==> config.mk <==
export PLATFORM = sky130hd
export DESIGN_NAME = rgb_fade_stepper
export DESIGN_NICKNAME = d
export VERILOG_FILES = /design/src/rtl/rgb_pkg.sv /design/src/rtl/fade_tick_gen.sv /design/src/rtl/rgb_fade_stepper.sv
export SDC_FILE = /design/constraint.sdc
export NUM_CORES = 1
export LEC_CHECK = 0
export BUFFER_PORTS_ARGS = -buffer_cell sky130_fd_sc_hd__buf_2
export CORE_AREA = 4 4 113 158
export CTS_CLUSTER_SIZE = 10
export DETAILED_ROUTE_END_ITERATION = 6
export DIE_AREA = 0 0 117 162
export PLACE_DENSITY_LB_ADDON = 0.12
export RECOVER_POWER = 100
export SYNTH_ARGS = -nofsm -noshare
export SYNTH_HDL_FRONTEND = slang
export SYNTH_SLANG_ARGS = --single-unit
==> constraint.sdc <==
create_clock -name clk -period 5.8 [get_ports clk]
set_input_delay 0.29 -clock clk [delete_from_list [all_inputs] [get_ports clk]]
set_output_delay 0.29 -clock clk [all_outputs]
set_load 0.03 [all_outputs]
==> src/rtl/rgb_pkg.sv <==
// Shared types and constants for the RGB fade sequencer.
package rgb_pkg;

    typedef enum logic [1:0] {
        IDLE      = 2'd0,
        WAIT_TICK = 2'd1,
        EVAL      = 2'd2,
        DONE      = 2'd3
    } state_t;

    localparam int unsigned NUM_CH  = 3;
    localparam int unsigned CH_W    = 2;
    localparam int unsigned LEVEL_W = 8;

    typedef logic [CH_W-1:0]    ch_t;
    typedef logic [LEVEL_W-1:0] level_t;

    localparam ch_t CH_R = CH_W'(0);
    localparam ch_t CH_G = CH_W'(1);
    localparam ch_t CH_B = CH_W'(2);

    // Move cur toward tgt by at most step, using the external subtractor's cur-tgt result.
    function automatic level_t step_level(level_t cur, level_t tgt, level_t diff,
                                          logic bout, level_t step);
        level_t mag;
        mag = bout ? level_t'(~diff + level_t'(1)) : diff;
        if (!bout && (diff == '0)) begin
            return cur;
        end
        if (mag <= step) begin
            return tgt;
        end
        return bout ? level_t'(cur + step) : level_t'(cur - step);
    endfunction

endpackage

==> src/rtl/fade_tick_gen.sv <==
// Down-counter pacing the gap between fade evaluation passes; expire_c marks the last wait cycle.
module fade_tick_gen #(
    parameter int unsigned TICK_DIV = 4
) (
    input  logic clk,
    input  logic rst_n,
    input  logic clr,
    input  logic en,
    output logic expire_c
);

    localparam int unsigned CNT_W = 16;
    localparam logic [CNT_W-1:0] RELOAD = CNT_W'(TICK_DIV - 1);

    logic [CNT_W-1:0] cnt_q;

    always_ff @(posedge clk or negedge rst_n) begin
        if (!rst_n) begin
            cnt_q <= '0;
        end else if (clr) begin
            cnt_q <= RELOAD;
        end else if (en && (cnt_q != '0)) begin
            cnt_q <= cnt_q - CNT_W'(1);
        end
    end

    assign expire_c = en && (cnt_q == '0);

endmodule

==> src/rtl/rgb_fade_stepper.sv <==
// Steps current RGB levels toward their targets, one channel per cycle through a shared subtractor.
module rgb_fade_stepper
    import rgb_pkg::*;
#(
    parameter int unsigned TICK_DIV = 4,
    parameter int unsigned STEP     = 16
) (
    input  logic       clk,
    input  logic       rst_n,
    input  logic       load_valid,
    output logic       load_ready,
    input  logic [7:0] tgt_r_in,
    input  logic [7:0] tgt_g_in,
    input  logic [7:0] tgt_b_in,
    output logic [7:0] cur_r,
    output logic [7:0] cur_g,
    output logic [7:0] cur_b,
    output logic       busy,
    output logic       done,
    output logic [7:0] sub_a,
    output logic [7:0] sub_b,
    output logic       sub_cin,
    input  logic [7:0] sub_diff,
    input  logic       sub_bout
);

    localparam level_t STEP_L = level_t'(STEP);

    state_t state_q, state_d;
    ch_t    ch_q, ch_d;
    level_t cur_q [NUM_CH];
    level_t tgt_q [NUM_CH];
    logic   busy_q, done_q, load_ready_q;

    logic   accept_c;
    logic   load_en, upd_en, all_eq;
    logic   tick_clr, tick_en, tick_exp;
    level_t upd_val;

    fade_tick_gen #(
        .TICK_DIV (TICK_DIV)
    ) u_tick (
        .clk      (clk),
        .rst_n    (rst_n),
        .clr      (tick_clr),
        .en       (tick_en),
        .expire_c (tick_exp)
    );

    assign accept_c = load_valid && load_ready_q;

    // Subtractor operands follow the selected channel; ch rests at R outside EVAL.
    assign sub_a   = cur_q[ch_q];
    assign sub_b   = tgt_q[ch_q];
    assign sub_cin = 1'b1;

    assign upd_val = step_level(cur_q[ch_q], tgt_q[ch_q], sub_diff, sub_bout, STEP_L);
    assign all_eq  = (cur_q[CH_R] == tgt_q[CH_R]) && (cur_q[CH_G] == tgt_q[CH_G]) &&
                     (upd_val == tgt_q[CH_B]);

    always_ff @(posedge clk or negedge rst_n) begin
        if (!rst_n) begin
            state_q <= IDLE;
        end else begin
            state_q <= state_d;
        end
    end

    always_comb begin
        state_d  = state_q;
        ch_d     = ch_q;
        load_en  = 1'b0;
        upd_en   = 1'b0;
        tick_clr = 1'b0;
        tick_en  = 1'b0;
        unique case (state_q)
            IDLE: begin
                if (accept_c) begin
                    load_en  = 1'b1;
                    tick_clr = 1'b1;
                    state_d  = WAIT_TICK;
                end
            end
            WAIT_TICK: begin
                if (accept_c) begin
                    load_en  = 1'b1;
                    tick_clr = 1'b1;
                end else begin
                    tick_en = 1'b1;
                    if (tick_exp) begin
                        state_d = EVAL;
                        ch_d    = CH_R;
                    end
                end
            end
            EVAL: begin
                upd_en = 1'b1;
                if (ch_q == CH_B) begin
                    ch_d = CH_R;
                    if (all_eq) begin
                        state_d = DONE;
                    end else begin
                        state_d  = WAIT_TICK;
                        tick_clr = 1'b1;
                    end
                end else begin
                    ch_d = ch_q + CH_W'(1);
                end
            end
            DONE: begin
                state_d = IDLE;
            end
            default: begin
                state_d = IDLE;
            end
        endcase
    end

    // Datapath and status registers; status flags are decoded from the next state.
    always_ff @(posedge clk or negedge rst_n) begin
        if (!rst_n) begin
            ch_q         <= CH_R;
            cur_q        <= '{default: '0};
            tgt_q        <= '{default: '0};
            busy_q       <= 1'b0;
            done_q       <= 1'b0;
            load_ready_q <= 1'b1;
        end else begin
            ch_q         <= ch_d;
            busy_q       <= (state_d != IDLE);
            done_q       <= (state_d == DONE);
            load_ready_q <= (state_d == IDLE) || (state_d == WAIT_TICK);
            if (load_en) begin
                tgt_q[CH_R] <= tgt_r_in;
                tgt_q[CH_G] <= tgt_g_in;
                tgt_q[CH_B] <= tgt_b_in;
            end
            if (upd_en) begin
                cur_q[ch_q] <= upd_val;
            end
        end
    end

    assign cur_r      = cur_q[CH_R];
    assign cur_g      = cur_q[CH_G];
    assign cur_b      = cur_q[CH_B];
    assign busy       = busy_q;
    assign done       = done_q;
    assign load_ready = load_ready_q;

endmodule

=== After elaboration in Yosys (flattened, before gate mapping) ===
Cells that the tools add are included.
Widths: inputs -> output; s select.

* Output and inout bits: 44
* Register bits after elaboration: 71
* Word-level logic and storage cells: 90
* Bits of input ports: 36

* Reductions and logical operators: 19
* Order comparisons: 3
* Eq/ne operators: 11
* Multiplexer cells: 38
* Bitwise operators: 2
* $add $sub $neg: 5

{| class="wikitable"
|+ Operators with widths
! operator !! count
|-
| $mux 8 || 11
|-
| $bmux 8 s2 || 2
|-
| $mux 16 || 2
|-
| $bwmux 24 || 1
|-
| $eq 8x8->1 || 3
|-
| $demux 8 s2 || 1
|-
| $logic_not 16->1 || 1
|-
| $mux 2 || 8
|-
| $reduce_bool 16->1 || 1
|-
| $sub 16x1->16 const B || 1
|-
| $mux 1 || 10
|-
| $add 8x1->8 const B || 1
|-
| $add 8x5->8 const B || 1
|-
| $eq 2x2->1 const B || 4
|-
| $le 8x5->1 const B || 1
|-
| $logic_not 8->1 || 1
|-
| $not 8->8 || 1
|-
| $pmux 2 s4 || 1
|-
| $sub 8x5->8 const B || 1
|-
| $logic_and 1x1->1 || 7
|-
| $reduce_bool 2->1 || 3
|-
| $eq 2x1->1 const B || 2
|-
| $logic_not 2->1 || 2
|-
| $ne 2x2->1 const B || 2
|-
| other kinds (10) || 10
|}

=== Longest topological paths before layout ===
Gate-level depths: netlist of run 1.

* Depth after elaboration: 15
* Gate-level depth with buffers: 15
* Gate-level depth less buffers: 12

=== By module ===
A second synthesis of run 1 with hierarchy kept.

* Cell total of the unflattened synthesis: 450
* Area total of the unflattened synthesis: 4017.6 um^2

{| class="wikitable"
|+ Modules (own cells, without submodules)
! module !! cells an instance !! sequential area each (um^2) !! instances !! area an instance (um^2)
|-
| rgb_fade_stepper || 348 || 1377.6 || 1 || 3034.2
|-
| fade_tick_gen || 102 || 400.4 || 1 || 983.4
|}

=== Worst setup path before layout of run 1 ===
OpenSTA, ideal clock, no wires.

* Path kind: flip-flop to flip-flop
* From: register ch_q[0]
* To: register u_tick.cnt_q[13]
* Data required time: 5.681 ns
* Arrival: 3.433 ns
* Buffers on the path: 3
* Path slack: 2.248 ns
* Setup time: 0.119 ns
* Period minus slack after synthesis: 3.552 ns
* Cell stages (with the launch flop): 15
* Path through: dfrtp_1 -> buf_4 -> buf_4 -> mux2i_1 -> a2bb2oi_1 -> inv_1 -> ha_1 -> or3_1 -> o211ai_1 -> xnor2_1 -> nor3b_1 -> or4_4 -> a31oi_4 -> buf_6 -> nor2_2

* Word-level cells in the longest chain between the ends: 14
* Elaborated cells between the ends (all ways): 22
* Those cells by class: add/sub: 2; eq/ne: 2; mux: 15; bitwise: 1; reduce/logical: 2

{| class="wikitable"
|+ Ends and longest elaborated chain
! element !! line !! text
|-
| start: declaration || rgb_fade_stepper.sv:30 || <nowiki>ch_t ch_q, ch_d;</nowiki>
|-
| start signal: assignment || rgb_fade_stepper.sv:129 || <nowiki>ch_q <= ch_d;</nowiki>
|-
| $not 2->3 * || n/a ||
|-
| $bmux 8 s2 * || n/a ||
|-
| $mux 8 * (2 in a row) || n/a ||
|-
| net sub_a[5] || rgb_fade_stepper.sv:20 || <nowiki>output logic [7:0] sub_a,</nowiki>
|-
| $sub 8x5->8, or another cell as far along || rgb_pkg.sv:33 || <nowiki>return bout ? level_t'(cur + step) : level_t'(cur - step);</nowiki>
|-
| $mux 8 (on tied branches) || rgb_pkg.sv:33, rgb_pkg.sv:30 ||
|-
| $mux 8 || rgb_pkg.sv:33 ||
|-
| $mux 8 * || rgb_pkg.sv:30 || <nowiki>if (mag <= step) begin</nowiki>
|-
| $eq 8x8->1 * || rgb_fade_stepper.sv:59 || <nowiki>(upd_val == tgt_q[CH_B]);</nowiki>
|-
| $logic_and 1x1->1 * || rgb_fade_stepper.sv:58 || <nowiki>assign all_eq = (cur_q[CH_R] == tgt_q[CH_R]) && (cur_q[CH_G] == tgt_q[CH_G]) &&</nowiki>
|-
| $mux 1 * || rgb_fade_stepper.sv:100 || <nowiki>if (all_eq) begin</nowiki>
|-
| $mux 1 * || rgb_fade_stepper.sv:98 || <nowiki>if (ch_q == CH_B) begin</nowiki>
|-
| $pmux 1 s2 * || rgb_fade_stepper.sv:76 || <nowiki>unique case (state_q)</nowiki>
|-
| $mux 16 or $reduce_bool 2->1 (tied branches) || n/a ||
|-
| end signal: assignment || fade_tick_gen.sv:23 || <nowiki>cnt_q <= cnt_q - CNT_W'(1);</nowiki>
|-
| end: declaration || fade_tick_gen.sv:15 || <nowiki>logic [CNT_W-1:0] cnt_q;</nowiki>
|}

The timed path passes the listed nets; every way through them passes the cells marked *. The select of a mux whose other input is x is not followed.
A chain may end at the register's enable or synchronous reset.

=== Final worst setup path of run 1 ===
* From: register ch_q[1]
* To: register u_tick.cnt_q[12]

* Word-level cells in the longest chain between the ends: 14
* Elaborated cells between the ends (all ways): 22
* Those cells by class: add/sub: 2; eq/ne: 2; mux: 15; bitwise: 1; reduce/logical: 2

{| class="wikitable"
|+ Ends and longest elaborated chain
! element !! line !! text
|-
| $not 2->3 (not written as such) || rgb_fade_stepper.sv:57 || <nowiki>assign upd_val = step_level(cur_q[ch_q], tgt_q[ch_q], sub_diff, sub_bout, STEP_L);</nowiki>
|-
| $bmux 8 s2 || rgb_fade_stepper.sv:57 ||
|-
| $mux 8 (not written as such) (2 in a row) || rgb_fade_stepper.sv:57 ||
|-
| $sub 8x5->8, or another cell as far along || rgb_pkg.sv:33 ||
|-
| $mux 8 (on tied branches) || rgb_pkg.sv:33, rgb_pkg.sv:30 ||
|-
| $mux 8 || rgb_pkg.sv:33 ||
|-
| $mux 8 || rgb_pkg.sv:30 ||
|-
| $eq 8x8->1 || rgb_fade_stepper.sv:59 ||
|-
| $logic_and 1x1->1 || rgb_fade_stepper.sv:58 ||
|-
| $mux 1 || rgb_fade_stepper.sv:100 ||
|-
| $mux 1 * || rgb_fade_stepper.sv:98 ||
|-
| $pmux 1 s2 * || rgb_fade_stepper.sv:76 ||
|-
| $mux 16 or $reduce_bool 2->1 (tied branches) || n/a ||
|}

Every way passes the cells marked *; elsewhere a longest branch is shown, timed or not. The select of a mux whose other input is x is not followed.

==> metrics.txt, run 1 <==
run status complete, but fails checks; failing checks capacitance limit, slew limit; YS warnings 0; Buffers on Ports 78; clk slew on worst S/H paths 0.06 ns; post-synthesis cell type count 59; dpl ws 1.97 ns; Setup Fix Bufs, Post-CTS 0; Finish-stage setup viols 0; CP startpoint kind register; setup ws final 1.31 ns; R2R cell count 12; kind of critical path register to register; fin area 0.00488 sq mm; Async SR Flop Fraction 1.00; placed cell areas 0.00466 sq mm; critical path arrival 4.66 ns; io pins 80; Antenna Violating Nets Remaining 0; register area share after synthesis 0.437; Setup crit end u_tick.cnt_q[12]$_DFFE_PN0P_; r2r endpoint u_tick.cnt_q[12]$_DFFE_PN0P_; pin count of the biggest net entering global routing 72; die width 117 microns; CP max stage delay 0.79 ns; r2r setup slk 1.31 ns; PD cells 421 mW/mm^2; CTS max path bufs 2; Clock Sinks 71; RSZ-0062 raised after global routing no; die footprint 0.0190 sq mm; CTS Buf Count 9; non-filler cells, final 684; setup_tns 0 ns; Tcrit/Tclk final 0.774; Area Overhead vs Synth 19.9%; ys flop type dfrtp_1; Initial Util 0.246; ANT cells 0; Critical Path, Cell by Cell nor2b_1, clkbuf_1, o2bb2ai_1, ha_1, nor2_1, o211ai_1, o211ai_1, xnor2_1, and3_1, or4_1, a31oi_2, nor2_1; Worst path depth 12; Crit Path Max Fanout 22; dpl cells 668; post-layout min period 4.49 ns; DR vias 3,275; Avg Inst Size Synth 10.2 sq um; router iterations before antenna repair 4; Worst-Margin Slew 4.00 ns; Hold WC Path Type input port to register; gr ovfl total 0; Max-cap violations 2; post-DP HPWL 9.40 mm; first-iteration detailed-routing DRC count 191; FMAX 223 MHz; worst skew pair latency 0.34 ns; CP Buf/Inv Count 1; htree depth 3; clk_skew 0.00501 ns; commonest cells after routing, fill and taps aside dfrtp_1, clkbuf_1, nand2_1; slowest cell on the critical path a31oi_2; routed wire length 12.4 mm; layout cells sized above 1 0.198; root buffer cell clkbuf_16; Nets 516; most common cell after layout, fill and taps aside dfrtp_1; Hold-fix buffers, CTS 0; initial antenna violation count 0; core area 0.0165 sq mm; RD Place Congestion 0.774; drt wl/cell 18.1 microns; vias in the first global route 3,493; RR Startpoint ch_q[1]$_DFFE_PN0P_; crit path launch ch_q[1]$_DFFE_PN0P_; flops & latches, synth 71; Post-synth EDFFs 0; Rel. slew slack -1.66; cell family with most CP delay compound AO/OA/AOI/OAI gates; critical path data required time 5.98 ns; Pleak 2.07 nW; CTS tree yes; Max VDD drop 0.145 mV; DRC viols 0; GRT Resource Usage Total 0.138; row cnt 56; Die Y-Extent 162 microns; cts repair resizes 0; Syn Nets 440; Fillers 1,766; Final Max Tran Viols 99; synthesized cell area 0.00407 sq mm; Fin. Hold Viols 0; DR vias/cell 4.79; first-pass GRT wire length 19.7 mm; Post-Synthesis Cells 400; CP Capture Type register
-- how the worst min path moves through the flow --
stage,cells past startpoint,from,endpoint
after floorplan,0,rst_n,busy$_DFF_PN0_
after global placement,1,state_q[0]$_DFF_PN0_,busy$_DFF_PN0_
after detailed placement,1,state_q[0]$_DFF_PN0_,busy$_DFF_PN0_
after CTS,1,rst_n,u_tick.cnt_q[6]$_DFFE_PN0P_
after global routing,2,tgt_g_in[2],tgt_q[10]$_DFFE_PN0P_
final,2,tgt_b_in[3],tgt_q[3]$_DFFE_PN0P_
-- Yosys cell counts, types with 2 or more instances --
cell type | count | area share
ha_1 | 3 | 0.0092
o2bb2ai_1 | 3 | 0.0065
nor2_2 | 10 | 0.015
or4_1 | 5 | 0.0092
nand2_1 | 43 | 0.040
mux2i_1 | 19 | 0.047
a2bb2oi_1 | 3 | 0.0065
dfrtp_1 | 70 | 0.43
nor3_1 | 8 | 0.0098
or4_4 | 2 | 0.0055
buf_4 | 3 | 0.0055
or3_1 | 7 | 0.011
or2_1 | 2 | 0.0031
a211oi_1 | 4 | 0.0074
nor2_1 | 20 | 0.018
o211ai_1 | 2 | 0.0037
xnor2_1 | 32 | 0.069
nor2b_1 | 3 | 0.0046
nand2b_1 | 6 | 0.0092
a22oi_1 | 2 | 0.0037
inv_1 | 7 | 0.0065
and3_1 | 2 | 0.0031
a21o_1 | 4 | 0.0074
nor3_4 | 2 | 0.0080
clkbuf_1 | 11 | 0.010
nor4_4 | 2 | 0.010
nand3b_1 | 3 | 0.0055
o21a_1 | 2 | 0.0037
nand3_1 | 9 | 0.011
o21ai_0 | 34 | 0.042
nand4_1 | 8 | 0.012
a21oi_1 | 7 | 0.0086
xor2_1 | 3 | 0.0065
o31ai_1 | 2 | 0.0037
a2111oi_0 | 4 | 0.0086
nor4_1 | 6 | 0.0092
mux2_2 | 25 | 0.069
-- power by group --
group	switching (mW)	internal, mW	total [mW]
logic	0.579	0.288	0.867
clock network	0.209	0.367	0.575
registers	0.0745	0.537	0.612
total	0.862	1.19	2.05
-- cell families (layout without fill, tap and decap cells) --
family	after synthesis	in the layout	synth area share
muxes	44	44	0.116
AOI/OAI and AO/OA	78	78	0.134
xor gates and xnor gates	35	35	0.0754
and+or+nand+nor	143	143	0.196
buffers and inverters	24	105	0.0268
adders and majority gates	4	4	0.0142
DFF	71	71	0.437
other	1	1	0.000922
-- cell type report --
type / instances / area, sq um / area share
Multi-Input combinational cell: 305 / 2150 / 0.442
Sequential cell: 71 / 1780 / 0.365
Timing Repair Buffer: 81 / 352 / 0.0721
Clock buffer: 13 / 270 / 0.0554
Tap cell: 203 / 254 / 0.0521
Clock inverter: 3 / 40.0 / 0.00821
Inverter: 8 / 30.0 / 0.00616
-- through the flow --
step	util	hold WS, ns	power [mW]
3_5_place_dp	0.282	0.499	1.54
6_report	0.295	0.182	2.05
5_1_grt	0.295	0.171	2.20
3_3_place_gp	0.282	0.497	1.53
2_1_floorplan	-	-0.00559	1.27
4_1_cts	0.301	0.145	2.13
-- state kept, by name, summed over array words and instances (netlist names), 2 cells and up --
name          cells
cur_g             8
cur_r             8
cur_b             8
u_tick.cnt_q     16
state_q           2
ch_q              2
tgt_q            24
-- layer usage --
metal | up-vias | part of all wire | track usage
li1 | 1589 | - | -
met1 | 1587 | 0.41 | 0.163
met2 | 83 | 0.52 | 0.235
met3 | 16 | 0.049 | 0.0399
met4 | 0 | 0.021 | 0.0469
met5 | - | 0 | 0
-- worst register-to-register path, stage by stage (launching register included) --
cell and delay (ns):
dfrtp_1 0.78, nor2b_1 0.24, clkbuf_1 0.68, o2bb2ai_1 0.23
ha_1 0.23, nor2_1 0.06, o211ai_1 0.07, o211ai_1 0.14
xnor2_1 0.19, and3_1 0.19, or4_1 0.61, a31oi_2 0.79
nor2_1 0.12
Power figures use the tool's default switching activity.
==> run 2, diff against run 1 <==
==> constraint.sdc (replaced) <==
create_clock -name clk -period 4.3 [get_ports clk]
set_input_delay 0.215 -clock clk [delete_from_list [all_inputs] [get_ports clk]]
set_output_delay 0.215 -clock clk [all_outputs]
set_load 0.03 [all_outputs]
==> run 2 against run 1 <==
Effect of this change: the flow still finishes with violations (capacitance limit, slew limit); clock skew rose by 0.0039 ns; setup slack worse by 0.71 ns; sequential power rose by 30%.
==> metrics.txt, run 2 (synthesis gave the netlist of run 1 again) <==
setup ws final 0.605 ns; post-layout min period 3.70 ns; Tcrit/Tclk final 0.859; vias in the first global route 3,373; routed wire length 12.3 mm; Max-cap violations 2; layout cells sized above 1 0.197; core area 0.0165 sq mm; Crit Path Max Fanout 19; Finish-stage setup viols 0; FMAX 271 MHz; Pleak 2.06 nW; Largest Register tgt_q; initial antenna violation count 0; worst skew pair latency 0.35 ns; dpl ws 0.632 ns; Rel. slew slack -0.266; clock network power share 0.262; ANT cells 0; critical path arrival 3.90 ns; row cnt 56; die width 117 microns; combinational share of power 0.446; max reg flops 24; CTS Buf Count 9; CTS max path bufs 2; die footprint 0.0190 sq mm; commonest cells after routing, fill and taps aside dfrtp_1, clkbuf_1, nand2_1; post-DP HPWL 9.43 mm; Post-Route M1 WL 5.23 mm; DR vias 3,243; Area Overhead vs Synth 19.6%; met3 wire length 436 microns; Fillers 1,789; Antenna Violating Nets Remaining 0; failing checks capacitance limit, slew limit; DR vias/cell 4.73; setup_tns 0 ns; Final Max Tran Viols 99; Setup Fix Bufs, Post-CTS 0; drt wl/cell 17.9 microns; root buffer cell clkbuf_16; Nets 517; GRT Resource Usage Total 0.136; run status complete, but fails checks; critical path data required time 4.50 ns; gr ovfl total 0; Power Internal 1.54 mW; clk slew on worst S/H paths 0.06 ns; Hold-fix buffers, CTS 0; CP Capture Type register; area of the multi-input gates 0.00215 sq mm; htree depth 3; slowest cell on the critical path clkbuf_1; first-pass GRT wire length 19.3 mm; Flop pwr share 0.292; clk_skew 0.00887 ns; Critical Path, Cell by Cell nor2b_1, clkbuf_1, nand2_1, o21ai_0, nor2_1, and3_1, or4_1, a31oi_4, nor2_1; metal2 WL 6.37 mm; Switch Pwr 1.19 mW; CP startpoint kind register; Clock Sinks 71; Max VDD drop 0.202 mV; Worst-Margin Slew 1.90 ns; first-iteration detailed-routing DRC count 139; Initial Util 0.246; io pins 80; kind of critical path register to register; DRC viols 0; PD cells 561 mW/mm^2; crit-path most repeated cell nor2_1; CP max stage delay 0.72 ns; register area 0.00178 sq mm; RSZ-0062 raised after global routing no; most common cell after layout, fill and taps aside dfrtp_1; top flop regs tgt_q (24), u_tick.cnt_q (16); Sw Share 0.435; RD Place Congestion 0.764; Fin. Hold Viols 0; cts repair resizes 0; Die Y-Extent 162 microns; router iterations before antenna repair 6; max layer used met4; pin count of the biggest net entering global routing 72; Buffers on Ports 78; Hold WC Path Type input port to register; CTS tree yes
## run 2: cell type report
| type | count | area share |
|---|---|---|
| Clock buffer | 11 | 0.0520 |
| Clock inverter | 5 | 0.00669 |
| Inverter | 8 | 0.00618 |
| Multi-Input combinational cell | 305 | 0.443 |
| Sequential cell | 71 | 0.366 |
| Tap cell | 203 | 0.0522 |
| Timing Repair Buffer | 82 | 0.0741 |
## run 2: power by group through the flow
stage / sequential, mW / clock (mW) / combinational [mW]
2_1_floorplan: 0.789 / 0 / 0.924
3_3_place_gp: 0.809 / 0 / 1.28
3_5_place_dp: 0.810 / 0 / 1.28
4_1_cts: 0.799 / 0.741 / 1.29
5_1_grt: 0.807 / 0.769 / 1.34
6_report: 0.797 / 0.716 / 1.22
## run 2: final timing paths
check,startpoint,end,slack (ns),depth (start not counted)
worst max-delay path,ch_q[0]$_DFFE_PN0P_,u_tick.cnt_q[12]$_DFFE_PN0P_,0.60,9
worst min-delay path,tgt_b_in[2],tgt_q[2]$_DFFE_PN0P_,0.1,2
worst max register to register,ch_q[0]$_DFFE_PN0P_,u_tick.cnt_q[12]$_DFFE_PN0P_,0.60,9
worst min register to register,state_q[0]$_DFF_PN0_,busy$_DFF_PN0_,0.51,1
max in group asynchronous,rst_n,tgt_q[19]$_DFFE_PN0P_,2.79,1
min in group asynchronous,rst_n,u_tick.cnt_q[5]$_DFFE_PN0P_,0.39,1
## run 2: through the flow
step                      power, mW  hold slack [ns]   util  std cells  area (sq um)
after CTS                      2.83           0.0711  0.299        685          4950
after floorplan                1.71          -0.0806      -        400          4070
final                          2.73           0.0964  0.294        685          4860
after global placement         2.09            0.435  0.282        669          4670
after detailed placement       2.09            0.436  0.282        669          4670
after global routing           2.91           0.0896  0.294        685          4860
## run 2: routing by layer
metal / vias to the layer above / GRT usage
met5: - / 0
met2: 70 / 0.233
met3: 16 / 0.0317
li1: 1603 / -
met4: 0 / 0.0511
met1: 1554 / 0.164
## run 2: worst max-delay path, delay by kind of cell (launching register included)
family	cells	cell delay (ns)
flops	1	0.51
simple gates	6	1.45
buf+inv	1	0.72
compound gates	2	0.86
==> run 3, diff against run 2 <==
--- a/config.mk
+++ b/config.mk
@@ -6,10 +6,10 @@
 export NUM_CORES = 1
 export LEC_CHECK = 0
 export BUFFER_PORTS_ARGS = -buffer_cell sky130_fd_sc_hd__buf_2
-export CORE_AREA = 4 4 113 158
+export CORE_AREA = 4 4 133 135
 export CTS_CLUSTER_SIZE = 10
 export DETAILED_ROUTE_END_ITERATION = 6
-export DIE_AREA = 0 0 117 162
+export DIE_AREA = 0 0 137 139
 export PLACE_DENSITY_LB_ADDON = 0.12
 export RECOVER_POWER = 100
 export SYNTH_ARGS = -nofsm -noshare
==> run 3 against run 2 <==
Effect of this change: setup slack worse by 0.028 ns; critical endpoint is now u_tick.cnt_q[5]$_DFFE_PN0P_; global-route usage hardly changed; routed wire length down 0.17%; core utilization rose by 0.54 points; via count is 1.2% higher; the flow now finishes without violations; sequential power decreased by 0.6%; largest power group unchanged; die area rose by 0.47%.
==> metrics.txt, run 3 (synthesis gave the netlist of run 1 again) <==
run status finished, final reports clean; first-iteration detailed-routing DRC count 130; CP Capture Type register; critical path arrival 3.94 ns; met3 Track Usage GR 0.0461; post-DP HPWL 9.38 mm; Critical Path, Cell by Cell mux2i_1, a2bb2oi_1, inv_1, ha_1, or3_1, o211ai_1, xnor2_1, nor3b_1, or4_1, a31oi_4, clkbuf_1, nor2_2; post-layout min period 3.72 ns; row cnt 47; die width 137 microns; Max-cap violations 0; Initial Util 0.247; slowest cell on the critical path or4_1; Max VDD drop 0.296 mV; cts repair resizes 0; max reg flops 24; gr ovfl total 0; pin count of the biggest net entering global routing 58; Hold Startpoint tgt_b_in[3]; clk_skew 0.00689 ns; Area Overhead vs Synth 21.3%; kind of critical path register to register; Buffers on Ports 78; Hold WC Path Type input port to register; grt peak-use layer met2; routed wire length 12.3 mm; Nets 520; hold path depth 2; vias in the first global route 3,464; DRC viols 0; GRT Resource Usage Total 0.136; CTS Buf Count 9; R2R cell count 12; commonest cells after routing, fill and taps aside dfrtp_1, clkbuf_1, nand2_1; Crit Path Max Fanout 13; CTS tree yes; RR Startpoint ch_q[0]$_DFFE_PN0P_; root buffer cell clkbuf_16; M1 GR Usage 0.174; Rel. slew slack 0.0230; io pins 80; Fin. Hold Viols 0; RD Place Congestion 0.854; Finish-stage setup viols 0; crit path launch ch_q[0]$_DFFE_PN0P_; Final Max Tran Viols 0; layout cells sized above 1 0.196; DR vias 3,283; initial antenna violation count 0; setup_tns 0 ns; CP startpoint kind register; Pleak 2.09 nW; die footprint 0.0190 sq mm; router iterations before antenna repair 4; most common cell after layout, fill and taps aside dfrtp_1; FMAX 269 MHz; setup ws final 0.577 ns; ANT cells 0; CP Buf/Inv Count 2; RSZ-0062 raised after global routing no; PD cells 568 mW/mm^2; Clock Sinks 71; Tcrit/Tclk final 0.866; Largest Register tgt_q; top flop regs tgt_q (24), u_tick.cnt_q (16); worst skew pair latency 0.34 ns; DR vias/cell 4.66; critical path data required time 4.52 ns; drt wl/cell 17.4 microns; clk slew on worst S/H paths 0.06 ns; dpl ws 0.680 ns; cell family with most CP delay simple AND/OR/NAND/NOR gates; core area 0.0165 sq mm; Worst path depth 12; CP max stage delay 0.62 ns; CTS max path bufs 2; met2 Usage GRT 0.224; Antenna Violating Nets Remaining 0; first-pass GRT wire length 19.5 mm; htree depth 3; Worst-Margin Slew 1.47 ns; Die Y-Extent 139 microns
-- run 3: area by class of cell --
| type | instances | area (sq um) |
|---|---|---|
| flip-flops and latches | 71 | 1780 |
| multi-input cells | 305 | 2160 |
| clock inverters | 2 | 38.8 |
| well taps | 220 | 275 |
| inverters | 8 | 30.0 |
| fillers | 1765 | 11500 |
| repair buffers | 85 | 382 |
| clock buffers | 13 | 270 |
-- run 3: metal layers --
layer  up-vias  part of all wire  wire length (microns)
met2        75              0.49                   5990
met3         9             0.054                    661
met5         -                 0                      0
met4         0            0.0095                    116
met1      1591              0.45                   5490
li1       1608                 -                      -
-- run 3: path summary, 6_finish.rpt --
kind	endpoint	slack (ns)
max in group asynchronous	tgt_q[19]$_DFFE_PN0P_	1.76
hold / removal	tgt_q[3]$_DFFE_PN0P_	0.11
setup reg to reg	u_tick.cnt_q[5]$_DFFE_PN0P_	0.58
setup / recovery	u_tick.cnt_q[5]$_DFFE_PN0P_	0.58
hold reg to reg	busy$_DFF_PN0_	0.52
min in group asynchronous	cur_b[4]$_DFFE_PN0P_	0.56
-- run 3: worst register-to-register path: cells and delay by family (launching register included) --
family	cells	cell delay (ns)
AO/OA/AOI/OAI	3	0.89
XOR/XNOR	1	0.15
buffers and inverters	2	0.39
flip-flops	1	0.48
AND/OR/NAND/NOR	4	1.16
multiplexers	1	0.23
adder cells (fa/ha/maj)	1	0.30
-- run 3: power by group --
group	total, mW	internal (mW)	switching, mW
Sequential	0.792	0.725	0.0672
Combinational	1.23	0.399	0.829
Clock	0.778	0.495	0.284
Total	2.80	1.62	1.18
-- run 3: repair_timing --
action	CTS	global route
endpoints found under the hold margin	14	0
buffers inserted	0	0
hold buffers	1	0
-- run 3: through the flow --
step / hold slack, ns / cell area, sq um / instances / utilization / power, mW
after floorplan: -0.0806 / 4070 / 400 / - / 1.71
after global placement: 0.174 / 4700 / 688 / 0.285 / 2.10
after detailed placement: 0.169 / 4700 / 688 / 0.285 / 2.10
after CTS: 0.0914 / 5020 / 704 / 0.305 / 2.90
after global routing: 0.0943 / 4930 / 704 / 0.299 / 3.00
final: 0.107 / 4930 / 704 / 0.299 / 2.80
